<file path="src/rtl/usb_ep_pump.sv">
// USB endpoint pump: writes a pattern, a counter sequence or looped-back OUT data
// into an IN endpoint, with burst length control, abort and saturating byte counters.
module usb_ep_pump #(
  parameter int DW = 8,
  parameter int AW = 4,
  parameter int CW = 16
) (
  input  logic            clk_i,
  input  logic            rst_i,
  input  logic [1:0]      mode_i,
  input  logic            start_i,
  input  logic            abort_i,
  input  logic [CW-1:0]   burst_len_i,
  input  logic [4*DW-1:0] pat_i,
  output logic [DW-1:0]   in_din_o,
  output logic            in_we_o,
  input  logic            in_full_i,
  input  logic [DW-1:0]   out_dout_i,
  output logic            out_re_o,
  input  logic            out_empty_i,
  output logic            busy_o,
  output logic            done_o,
  output logic [CW-1:0]   tx_count_o,
  output logic [CW-1:0]   rx_count_o,
  output logic [7:0]      led_o
);

  localparam int DEPTH = 2 ** AW;
  localparam logic [1:0] M_PAT  = 2'd1;
  localparam logic [1:0] M_CNT  = 2'd2;
  localparam logic [1:0] M_LOOP = 2'd3;

  typedef enum logic [1:0] {S_IDLE, S_RUN, S_DRAIN, S_DONE} state_t;

  state_t            state_reg, state_next;
  logic [1:0]        mode_reg;
  logic [CW-1:0]     burst_len_reg;
  logic [4*DW-1:0]   pat_reg;
  logic [1:0]        pat_idx_reg;
  logic [DW-1:0]     cnt_byte_reg;
  logic [CW-1:0]     tx_cnt_reg, rx_cnt_reg;
  logic              rd_pending_reg;
  logic              done_seen_reg;
  logic              ovf_reg;
  logic [DW-1:0]     fifo_mem [DEPTH];
  logic [AW-1:0]     wr_ptr_reg, rd_ptr_reg;
  logic [AW:0]       fifo_cnt_reg;
  logic [DW-1:0]     pat_word [4];

  generate
    for (genvar gi = 0; gi < 4; gi++) begin : g_pat
      assign pat_word[gi] = pat_reg[gi*DW +: DW];
    end
  endgenerate

  logic          start_ok, is_loop, fifo_empty, fifo_full, byte_avail, wr_fire;
  logic          last_write, push_req, push_ok, pop, flush;
  logic [AW:0]   fifo_free;
  logic [CW-1:0] tx_cnt_inc;
  logic [DW-1:0] src_byte;

  assign start_ok   = (state_reg == S_IDLE) && start_i && !abort_i && (mode_i != 2'd0);
  assign is_loop    = (mode_reg == M_LOOP);
  assign fifo_empty = (fifo_cnt_reg == '0);
  assign fifo_full  = (fifo_cnt_reg == (AW+1)'(DEPTH));
  assign fifo_free  = (AW+1)'(DEPTH) - fifo_cnt_reg;
  assign byte_avail = is_loop ? !fifo_empty : 1'b1;
  assign wr_fire    = (state_reg == S_RUN) && !in_full_i && byte_avail;
  assign tx_cnt_inc = (&tx_cnt_reg) ? tx_cnt_reg : tx_cnt_reg + CW'(1);
  assign last_write = wr_fire && (burst_len_reg != '0) && (tx_cnt_inc == burst_len_reg);

  always_comb begin
    src_byte = '0;
    case (mode_reg)
      M_PAT:   src_byte = pat_word[pat_idx_reg];
      M_CNT:   src_byte = cnt_byte_reg;
      M_LOOP:  src_byte = fifo_mem[rd_ptr_reg];
      default: src_byte = '0;
    endcase
  end

  assign in_we_o  = wr_fire;
  assign in_din_o = wr_fire ? src_byte : '0;
  // A read is only issued when the FIFO can still absorb every byte already requested.
  assign out_re_o = (state_reg == S_RUN) && is_loop && !out_empty_i &&
                    (fifo_free > (AW+1)'(rd_pending_reg));

  always_comb begin
    state_next = state_reg;
    case (state_reg)
      S_IDLE:  if (start_ok) state_next = S_RUN;
      S_RUN:   if (abort_i) state_next = S_IDLE;
               else if (last_write) state_next = S_DRAIN;
      // The outstanding read returns during this single cycle and is dropped.
      S_DRAIN: state_next = abort_i ? S_IDLE : S_DONE;
      S_DONE:  state_next = S_IDLE;
      default: state_next = S_IDLE;
    endcase
  end

  always_ff @(posedge clk_i or negedge rst_i) begin
    if (!rst_i) begin
      state_reg      <= S_IDLE;
      mode_reg       <= '0;
      burst_len_reg  <= '0;
      pat_reg        <= '0;
      pat_idx_reg    <= '0;
      cnt_byte_reg   <= '0;
      tx_cnt_reg     <= '0;
      rx_cnt_reg     <= '0;
      rd_pending_reg <= 1'b0;
      done_seen_reg  <= 1'b0;
    end else begin
      state_reg      <= state_next;
      rd_pending_reg <= out_re_o;
      if (start_ok) begin
        mode_reg      <= mode_i;
        burst_len_reg <= burst_len_i;
        pat_reg       <= pat_i;
        pat_idx_reg   <= '0;
        cnt_byte_reg  <= '0;
        tx_cnt_reg    <= '0;
        rx_cnt_reg    <= '0;
        done_seen_reg <= 1'b0;
      end else begin
        if (wr_fire) begin
          pat_idx_reg  <= pat_idx_reg + 2'd1;
          cnt_byte_reg <= cnt_byte_reg + DW'(1);
          tx_cnt_reg   <= tx_cnt_inc;
        end
        if (out_re_o && !(&rx_cnt_reg)) rx_cnt_reg <= rx_cnt_reg + CW'(1);
        if (state_reg == S_DONE) done_seen_reg <= 1'b1;
      end
    end
  end

  // Leaving RUN for any reason empties the FIFO; returned bytes only count while running.
  assign flush    = (state_next != S_RUN);
  assign push_req = rd_pending_reg && (state_reg == S_RUN) && !flush;
  assign push_ok  = push_req && !fifo_full;
  assign pop      = wr_fire && is_loop && !flush;

  always_ff @(posedge clk_i or negedge rst_i) begin
    if (!rst_i) begin
      wr_ptr_reg   <= '0;
      rd_ptr_reg   <= '0;
      fifo_cnt_reg <= '0;
      ovf_reg      <= 1'b0;
    end else if (flush) begin
      wr_ptr_reg   <= '0;
      rd_ptr_reg   <= '0;
      fifo_cnt_reg <= '0;
    end else begin
      if (push_req && fifo_full) ovf_reg <= 1'b1;
      if (push_ok) wr_ptr_reg <= wr_ptr_reg + AW'(1);
      if (pop) rd_ptr_reg <= rd_ptr_reg + AW'(1);
      if (push_ok && !pop) fifo_cnt_reg <= fifo_cnt_reg + (AW+1)'(1);
      else if (!push_ok && pop) fifo_cnt_reg <= fifo_cnt_reg - (AW+1)'(1);
    end
  end

  always_ff @(posedge clk_i) begin
    if (push_ok) fifo_mem[wr_ptr_reg] <= out_dout_i;
  end

  assign busy_o     = (state_reg == S_RUN) || (state_reg == S_DRAIN);
  assign done_o     = (state_reg == S_DONE);
  assign tx_count_o = tx_cnt_reg;
  assign rx_count_o = rx_cnt_reg;
  assign led_o      = {busy_o, done_seen_reg, ovf_reg, fifo_empty, fifo_full, 1'b0, mode_reg};

endmodule

</file>
<file path="config.mk">
export PLATFORM = sky130hd
export DESIGN_NAME = usb_ep_pump
export DESIGN_NICKNAME = d
export VERILOG_FILES = /design/src/rtl/usb_ep_pump.sv
export SDC_FILE = /design/constraint.sdc
export NUM_CORES = 1
export LEC_CHECK = 0
export BUFFER_PORTS_ARGS = -buffer_cell sky130_fd_sc_hd__buf_2
export CAP_MARGIN = 20
export CORE_ASPECT_RATIO = 1.2
export CORE_MARGIN = 2
export CORE_UTILIZATION = 59
export CTS_CLUSTER_DIAMETER = 50
export DETAILED_ROUTE_END_ITERATION = 6
export PLACE_DENSITY = 0.81
export SLEW_MARGIN = 40
export SYNTH_ARGS = -nofsm -noshare
export SYNTH_HDL_FRONTEND = slang
export SYNTH_SLANG_ARGS = --single-unit
</file>
<file path="constraint.sdc">
create_clock -name clk_i -period 5.6 [get_ports clk_i]
set_clock_uncertainty 0.1 [all_clocks]
set_input_delay 0.28 -clock clk_i [delete_from_list [all_inputs] [get_ports clk_i]]
set_output_delay 0.28 -clock clk_i [all_outputs]
set_load 0.05 [all_outputs]
</file>
==> metrics.txt, run 1 <==
register bit total from synthesis 238; Starting Density 59.6%; Synth Flop Type edfxtp_1; Final ANT Viol Nets 0; Setup CP Type reg2reg; 1st-iter DRT viols 757; final critical-path share of the clock period 82.1%; Final nets 1098; ANT cells 0; largest net degree at the start of global routing 83; Site Rows 56; Die H 157 um; worst hold path class in2reg; R2R depth 15; R2R Setup Slk 1.00 ns; final hold vios 0; Startpoint Class flop; CTS tree built; post-layout minimum cycle time 4.60 ns; setup TNS 0 ns; Ports 116; DRC viols 1; Die Footprint 0.0208 mm^2; deepest level of the CTS H-tree 1; Layout area overhead 18.7%; P per Cell Area 401 mW/mm^2; ys async rst share 46.2%; post-synth cell types 65; failing checks design-rule violations; crit-path cells ha_1, nand3_1, nor4_4, mux2i_1, xnor2_1, nor3b_1, and4_1, or4_1, fa_1, a21o_1, a21oi_1, nor3_1, a31oi_1, xnor2_1, nor3_1; routed vias 8114; Psw 1.91 mW; Final setup viols 0; CTS buffer count 25; fillers 1239; Pint 3.59 mW; fraction of layout cells with a size suffix above 1 29.3%; CP required 5.92 ns; Tot Pwr 5.50 mW; synthesized cell area 0.0116 mm^2; I/O Buffers 114; commonest non-fill, non-tap cells in the layout edfxtp_1, buf_2, dfrtp_1; commonest non-fill, non-tap cell in the layout edfxtp_1; all-layer global routing usage 28.7%; vias in the first global route 8103; root buf cell clkbuf_16; Vias/cell 6.28; clock slew at reported path FFs 0.06 ns; Max Root-Sink Buffers 3; status finished with violations; clock share of power 29.1%; RSZ-0062 raised after global routing no; RR Endpoint fifo_cnt_reg[4]$_DFFE_PN0P_; grt ovf 0; number of synthesized flops with an enable pin 128; chip width 132 um; core box area 0.0194 mm^2; TritonCTS Sinks 238; DRT Pass-1 Iters 7; global-route wire length before repair 46000 um; Max Clk Rate 218 MHz; syn nets 941; CP endpoint kind flop; Switching Fraction 34.7%; Mean Syn Cell Area 13.5 um^2; MaxCap Viol Count 0; GP Congestion 0.930; final slew viol count 0; max reg flops 128; Worst setup startpoint tx_count_o[0]$_DFFE_PN0P_; Worst Path Max Fanout 8; DRT Wirelength 29700 um; Post-Synthesis Cells 856; crit path capture fifo_cnt_reg[4]$_DFFE_PN0P_; R2R Path Start tx_count_o[0]$_DFFE_PN0P_; Crit-path slowest cell or4_1; Yosys Warn Count 0; logic gate share of total power 27.1%; clock latency on the worst-skew pair 0.54 ns; WP data arrival 4.91 ns; Worst Tran Pin Value 0.823 ns; Post-CTS Setup Repair Bufs 0; Wirelength per Cell 23.0 um; Sequential Power Share 43.8%; maximum vdd drop 0.270 mV; antenna violations before repair 0; sequential area share after synthesis 57.0%; leakage 5.28 nW; CP max stage delay 0.60 ns; DP HPWL 18600 um; normalized max-slew margin 44.9%
[synthesized netlist by cell type (all sizes together) (20+ instances only)]
cell type    n  share of area (%)
edfxtp     128                 33
mux2        58                5.6
buf         23                1.4
a21oi       24                1.0
nor2        65                2.1
ha          20                2.2
nand4       23                1.4
xor2        28                2.1
mux4        48                9.3
dfrtp      110                 24
nand3       38                1.7
clkbuf      33                1.1
nor3        32                1.4
nand2       29               0.94
xnor2       29                2.2
[worst max-delay path, delay by kind of cell, from the launching register on]
family | cells | cell delay, ns
compound gates | 3 | 0.60
fa+ha+maj | 2 | 0.76
xor+xnor | 2 | 0.34
flops | 1 | 0.47
simple gates | 7 | 1.92
mux | 1 | 0.29
[power by group through the flow]
| stage | clock network [mW] | logic [mW] | registers, mW |
|---|---|---|---|
| after global routing | 1.68 | 1.61 | 2.44 |
| after global placement | 0 | 1.38 | 2.39 |
| final | 1.60 | 1.49 | 2.41 |
| after floorplan | 0 | 1.05 | 2.36 |
| after CTS | 1.62 | 1.45 | 2.37 |
| after detailed placement | 0 | 1.41 | 2.40 |
[routing by layer]
layer	GRT usage, %	share of wire [%]
met3	4.22	5.7
met1	36.2	38
met4	10.0	3.6
met2	51.3	52
met5	0	0
[how the worst min path moves through the flow]
stage                        startpoint                           end  slack, ns  depth (start not counted)
after floorplan                   rst_i  burst_len_reg[0]$_DFFE_PN0P_      -0.12                          0
after global placement            rst_i  burst_len_reg[5]$_DFFE_PN0P_       0.19                          1
after detailed placement          rst_i  burst_len_reg[5]$_DFFE_PN0P_       0.21                          1
after CTS                 out_dout_i[0]     fifo_mem[14][0]$_DFFE_PP_       0.01                          1
after global routing      out_dout_i[0]     fifo_mem[14][0]$_DFFE_PP_       0.03                          1
final                     out_dout_i[0]      fifo_mem[5][0]$_DFFE_PP_       0.02                          1
[kinds of logic after synthesis]
group                      Yosys count  share of synthesized area [%]
and+or+nand+nor                    265                           12.5
DFF                                238                           57.0
muxes                              114                           15.7
AOI/OAI and AO/OA                   86                           5.02
buffers and inverters               74                           3.07
xor gates and xnor gates            57                           4.31
adders and majority gates           21                           2.34
other                                1                         0.0324
[area by class of cell]
cell class	count	area [um^2]	share of cell area (%)
clock buffer	35	701	5.10
multi-input combinational	544	4690	34.1
timing repair buffer	186	1250	9.09
clock inverter	10	103	0.747
inverter	18	67.6	0.492
sequential	238	6600	48.1
tap	261	327	2.38
[through the flow]
stage | area (um^2) | std cells | hold WS [ns] | setup slack (ns) | util (%)
final | 13700 | 1292 | 0.0211 | 1.00 | 70.8
after global routing | 13700 | 1292 | 0.0275 | 0.693 | 70.8
after CTS | 13700 | 1292 | 0.0117 | 1.03 | 70.6
after detailed placement | 12400 | 1196 | 0.208 | 1.08 | 63.8
after global placement | 12400 | 1196 | 0.192 | 1.19 | 63.7
after floorplan | 11600 | 856 | -0.116 | 1.09 | -
[what timing repair did]
action	CTS	global route
resized for setup	0	0
endpoints found under the hold margin	89	0
hold buffers	51	0
No activity file was read; power rests on OpenSTA's default activity.
==> run 2: changes to the inputs <==
Settings changed: CORE_UTILIZATION 59 to 54, PLACE_DENSITY 0.81 to 0.78.
Clock period 5.6 ns to 4 ns, I/O delays scaled along.
==> run 2 against run 1 <==
Compared with the run above: the flow now finishes without violations; power increased by 44%; global-route usage decreased by 2.2 points; first-iteration DRC count decreased by 13%; flip-flop and latch count unchanged; worst hold slack improved by 0.095 ns; worst setup slack got worse by 0.85 ns; count of clock-buffer cells in the layout decreased by 2; via count increased by 1.0%; utilization decreased by 2.2 points; design area increased by 4.7%; routed wire length decreased by 1.9%; sequential share of layout area decreased by 2.1 points; critical endpoint unchanged; largest cell class unchanged.
==> metrics.txt, run 2 (synthesized netlist as in run 1, its figures left out) <==
fraction of layout cells with a size suffix above 1 33.9%; routed vias 8199; hold slack 0.116 ns; Ports 116; commonest non-fill, non-tap cell in the layout edfxtp_1; Max Clk Rate 260 MHz; Register Area 0.00662 mm^2; Hold Path Cell Cnt 4; max reg flops 128; DP HPWL 19500 um; fillers 1387; Final Instance Area 0.0144 mm^2; Site Rows 58; Layout area overhead 24.3%; Starting Density 55.2%; deepest level of the CTS H-tree 1; Final ANT Viol Nets 0; Switching Fraction 33.9%; clock latency on the worst-skew pair 0.55 ns; status complete, no violations; chip width 138 um; normalized max-slew margin 50.4%; Vias/cell 6.02; post-layout minimum cycle time 3.84 ns; Sequential Power Share 41.7%; crit-path cells ha_4, nand3_4, nor4_4, mux2i_2, xnor2_2, nor3b_1, and4_1, or4_4, fa_2, a21o_1, a21oi_2, nor3_1, a31oi_1, xnor2_1, nor3_1; commonest non-fill, non-tap cells in the layout edfxtp_1, buf_2, dfrtp_1; Place WS 0.107 ns; CTS buffer count 27; Die H 164 um; setup TNS 0 ns; MaxCap Viol Count 0; Setup CP Type reg2reg; TritonCTS Sinks 238; antenna violations before repair 0; DRC viols 0; Post-CTS Setup Repair Bufs 0; Final setup viols 0; all-layer global routing usage 26.5%; Die Footprint 0.0226 mm^2; Final nets 1155; leakage 5.58 nW; CTS tree built; Area after DPL 0.0128 mm^2; Startpoint Class flop; P per Cell Area 549 mW/mm^2; Worst Tran Pin Value 0.742 ns; grt ovf 0; logic gate share of total power 28.6%; CP required 4.31 ns; clock slew at reported path FFs 0.06 ns; 1st-iter DRT viols 662; final slew viol count 0; clock share of power 29.7%; R2R depth 15; maximum vdd drop 0.525 mV; final hold vios 0; vias in the first global route 8394; DRT Wirelength 29200 um; CP dominant cell by count nor3_1; Pint 5.22 mW; ANT cells 0; WP data arrival 4.15 ns; core box area 0.0210 mm^2; multi-input logic area 0.00472 mm^2; Psw 2.68 mW; I/O Buffers 114; Wirelength per Cell 21.4 um; DRT Pass-1 Iters 5; largest net degree at the start of global routing 73; CP endpoint kind flop; Worst Path Max Fanout 7; global-route wire length before repair 46100 um; GP Congestion 0.938; CP max stage delay 0.51 ns; worst hold path class in2reg; final critical-path share of the clock period 96.0%; Crit-path slowest cell or4_4; Max Root-Sink Buffers 3; setup ws final 0.159 ns; root buf cell clkbuf_16
run 2: final timing paths:
check | slack (ns) | start | to
min | 0.12 | abort_i | state_reg[0]$_DFF_PN0_
min reg2reg | 0.39 | done_seen_reg$_DFFE_PN0P_ | done_seen_reg$_DFFE_PN0P_
min in group asynchronous | 0.49 | rst_i | burst_len_reg[13]$_DFFE_PN0P_
max | 0.16 | tx_count_o[1]$_DFFE_PN0P_ | fifo_cnt_reg[4]$_DFFE_PN0P_
max in group asynchronous | 1.89 | rst_i | tx_count_o[3]$_DFFE_PN0P_
max reg2reg | 0.16 | tx_count_o[1]$_DFFE_PN0P_ | fifo_cnt_reg[4]$_DFFE_PN0P_
run 2: area by class of cell:
| class | instances | area share [%] |
|---|---|---|
| repair buffers | 241 | 12.5 |
| clock buffers | 33 | 4.92 |
| flip-flops and latches | 238 | 46.0 |
| inverters | 18 | 0.470 |
| multi-input cells | 544 | 32.8 |
| well taps | 270 | 2.35 |
| clock inverters | 17 | 0.957 |
run 2: through the flow:
| step | power, mW | cells | util, % |
|---|---|---|---|
| floorplan | 4.79 | 856 | - |
| global placement | 5.39 | 1248 | 61.2 |
| detailed placement | 5.44 | 1248 | 61.2 |
| CTS | 7.82 | 1360 | 68.2 |
| global route | 8.24 | 1361 | 68.6 |
| finish | 7.90 | 1361 | 68.6 |
run 2: power by group through the flow:
stage	registers (mW)	clock network [mW]	logic (mW)
floorplan	3.31	0	1.48
global placement	3.29	0	2.10
detailed placement	3.31	0	2.13
CTS	3.26	2.37	2.19
global route	3.34	2.49	2.42
finish	3.30	2.34	2.26
run 2: critical path: cells and delay by family, from the launching register on:
kind	cells	cell delay [ns]
adders and majority gates	2	0.55
DFF	1	0.42
and+or+nand+nor	7	1.49
muxes	1	0.32
AOI/OAI and AO/OA	3	0.53
xor gates and xnor gates	2	0.30
run 2: metal layers:
| metal | part of all wire, % | vias up | routed length, um | global-route usage [%] |
|---|---|---|---|---|
| met1 | 39 | 4112 | 11500 | 34.3 |
| met5 | 0 | - | 0 | 0 |
| met3 | 6.1 | 78 | 1790 | 4.07 |
| li1 | - | 3683 | - | - |
| met2 | 51 | 326 | 15000 | 46.1 |
| met4 | 3.0 | 0 | 866 | 7.92 |
run 2: timing repair:
action                                 CTS  global route
endpoints found under the hold margin  233             0
hold buffers                            62             0
resized for setup                        0            11
setup endpoints to repair                0            66
==> run 3: changes to the inputs <==
--- a/config.mk
+++ b/config.mk
@@ -15,2 +15,3 @@
 export PLACE_DENSITY = 0.78
+export SETUP_SLACK_MARGIN = 0.2
 export SLEW_MARGIN = 40
--- a/constraint.sdc
+++ b/constraint.sdc
@@ -4,2 +4,2 @@
 set_output_delay 0.2 -clock clk_i [all_outputs]
-set_load 0.05 [all_outputs]
+set_load 0.02 [all_outputs]
==> run 3 against run 2 <==
Compared with the run above: global-route usage up 1.1 points; worst setup slack gained 0.017 ns; sequential share of layout area shrank 0.71 points; worst hold slack got worse by 0.092 ns; cell count grew 1.3%; combinational power decreased by 6%; count of clock-buffer cells in the layout fell by 2; clock power grew 3%.
==> metrics.txt, run 3 (synthesized netlist as in run 1, its figures left out) <==
post-layout minimum cycle time 3.82 ns; core box area 0.0210 mm^2; setup ws final 0.176 ns; normalized max-slew margin 53.2%; CP endpoint kind flop; maximum vdd drop 0.485 mV; Util after Layout 69.6%; global-route wire length before repair 47100 um; Area after DPL 0.0129 mm^2; Wirelength per Cell 22.3 um; P per Cell Area 537 mW/mm^2; CP required 4.32 ns; CTS tree built; grt ovf 0; vias in the first global route 8621; Max Root-Sink Buffers 3; status complete, no violations; Die H 164 um; Max Clk Rate 262 MHz; GP Congestion 0.958; chip width 138 um; WP data arrival 4.14 ns; max reg flops 128; Register Area 0.00661 mm^2; fillers 1411; Startpoint Class flop; Starting Density 55.2%; TritonCTS Sinks 238; multi-input logic area 0.00478 mm^2; RSZ-0062 raised after global routing yes; commonest non-fill, non-tap cell in the layout edfxtp_1; commonest non-fill, non-tap cells in the layout edfxtp_1, buf_2, dfrtp_1; MaxCap Viol Count 0; CTS buffer count 27; Layout area overhead 26.2%; Final setup viols 0; fraction of layout cells with a size suffix above 1 35.5%; leakage 5.73 nW; setup TNS 0 ns; Worst Path Max Fanout 7; Final nets 1172; deepest level of the CTS H-tree 1; all-layer global routing usage 27.6%; worst hold path class in2async; I/O Buffers 114; final critical-path share of the clock period 95.6%; DP HPWL 19900 um; R2R depth 16; final hold vios 0; DRT Pass-1 Iters 5; largest net degree at the start of global routing 73; clock latency on the worst-skew pair 0.54 ns; final slew viol count 0; Worst Tran Pin Value 0.697 ns; root buf cell clkbuf_16; final non-filler cell total 1379; Die Footprint 0.0226 mm^2; Vias/cell 6.03; Place WS 0.114 ns; Final Instance Area 0.0146 mm^2; Ports 116; clock slew at reported path FFs 0.06 ns; DRT Wirelength 30700 um; 1st-iter DRT viols 628; DRC viols 0; Final ANT Viol Nets 0; placed insts 1251; Setup CP Type reg2reg; routed vias 8321; antenna violations before repair 1; Site Rows 58
==> run 3: path summary, 6_finish.rpt <==
kind                                            from                           end  slack, ns
max in group asynchronous                      rst_i       pat_reg[25]$_DFFE_PN0P_       2.80
min reg2reg                      ovf_reg$_DFFE_PN0P_           ovf_reg$_DFFE_PN0P_       0.40
min in group clk_i                           abort_i        state_reg[0]$_DFF_PN0_       0.10
min                                            rst_i  burst_len_reg[5]$_DFFE_PN0P_       0.02
max reg2reg                tx_count_o[9]$_DFFE_PN0P_   fifo_cnt_reg[4]$_DFFE_PN0P_       0.18
max                        tx_count_o[9]$_DFFE_PN0P_   fifo_cnt_reg[4]$_DFFE_PN0P_       0.18
==> run 3: layout make-up <==
type                            count  share of cell area (%)
Clock inverter                     18                    1.18
Clock buffer                       31                    4.80
Tap cell                          270                    2.31
Timing Repair Buffer              258                    13.2
Sequential cell                   238                    45.3
Inverter                           18                   0.463
Multi-Input combinational cell    544                    32.7
Antenna cell                        2                  0.0343
==> run 3: repair_timing <==
action,in CTS,in global routing
hold buffers,60,0
setup buffers,9,8
gates resized for setup,9,16
pin swaps,4,7
endpoints found under the hold margin,215,0
setup endpoints to repair,1,66
==> run 3: critical path, stage by stage (launching register included) <==
cell and delay [ns]:
dfrtp_1 0.38, buf_4 0.15, nand3_4 0.09, buf_4 0.19
or4_1 0.56, nor3_2 0.13, a21o_1 0.14, nor4_2 0.06
and4_1 0.21, or4_4 0.54, fa_2 0.38, a21o_1 0.20
a21oi_2 0.15, nor3_1 0.06, a31oi_1 0.17, xnor2_1 0.14
nor3_1 0.06
==> run 3: per-layer routing <==
layer  vias to the layer above  share of wire [%]  global-route usage (%)
li1                       3727                  -                       -
met1                      4166                 39                    33.6
met2                       335                 51                    47.5
met3                        93                5.9                    4.66
met4                         0                4.5                    13.0
met5                         -                  0                       0
==> run 3: power by group <==
| group | internal [mW] | switching, mW |
|---|---|---|
| Combinational | 0.992 | 1.13 |
| Sequential | 2.92 | 0.371 |
| Clock | 1.40 | 1.02 |
==> run 3: stage by stage <==
stage | power, mW | hold slack, ns
floorplan | 4.59 | -0.196
global placement | 5.19 | 0.0605
detailed placement | 5.24 | 0.0647
CTS | 7.79 | 0.0342
global route | 8.17 | 0.0756
finish | 7.84 | 0.0237
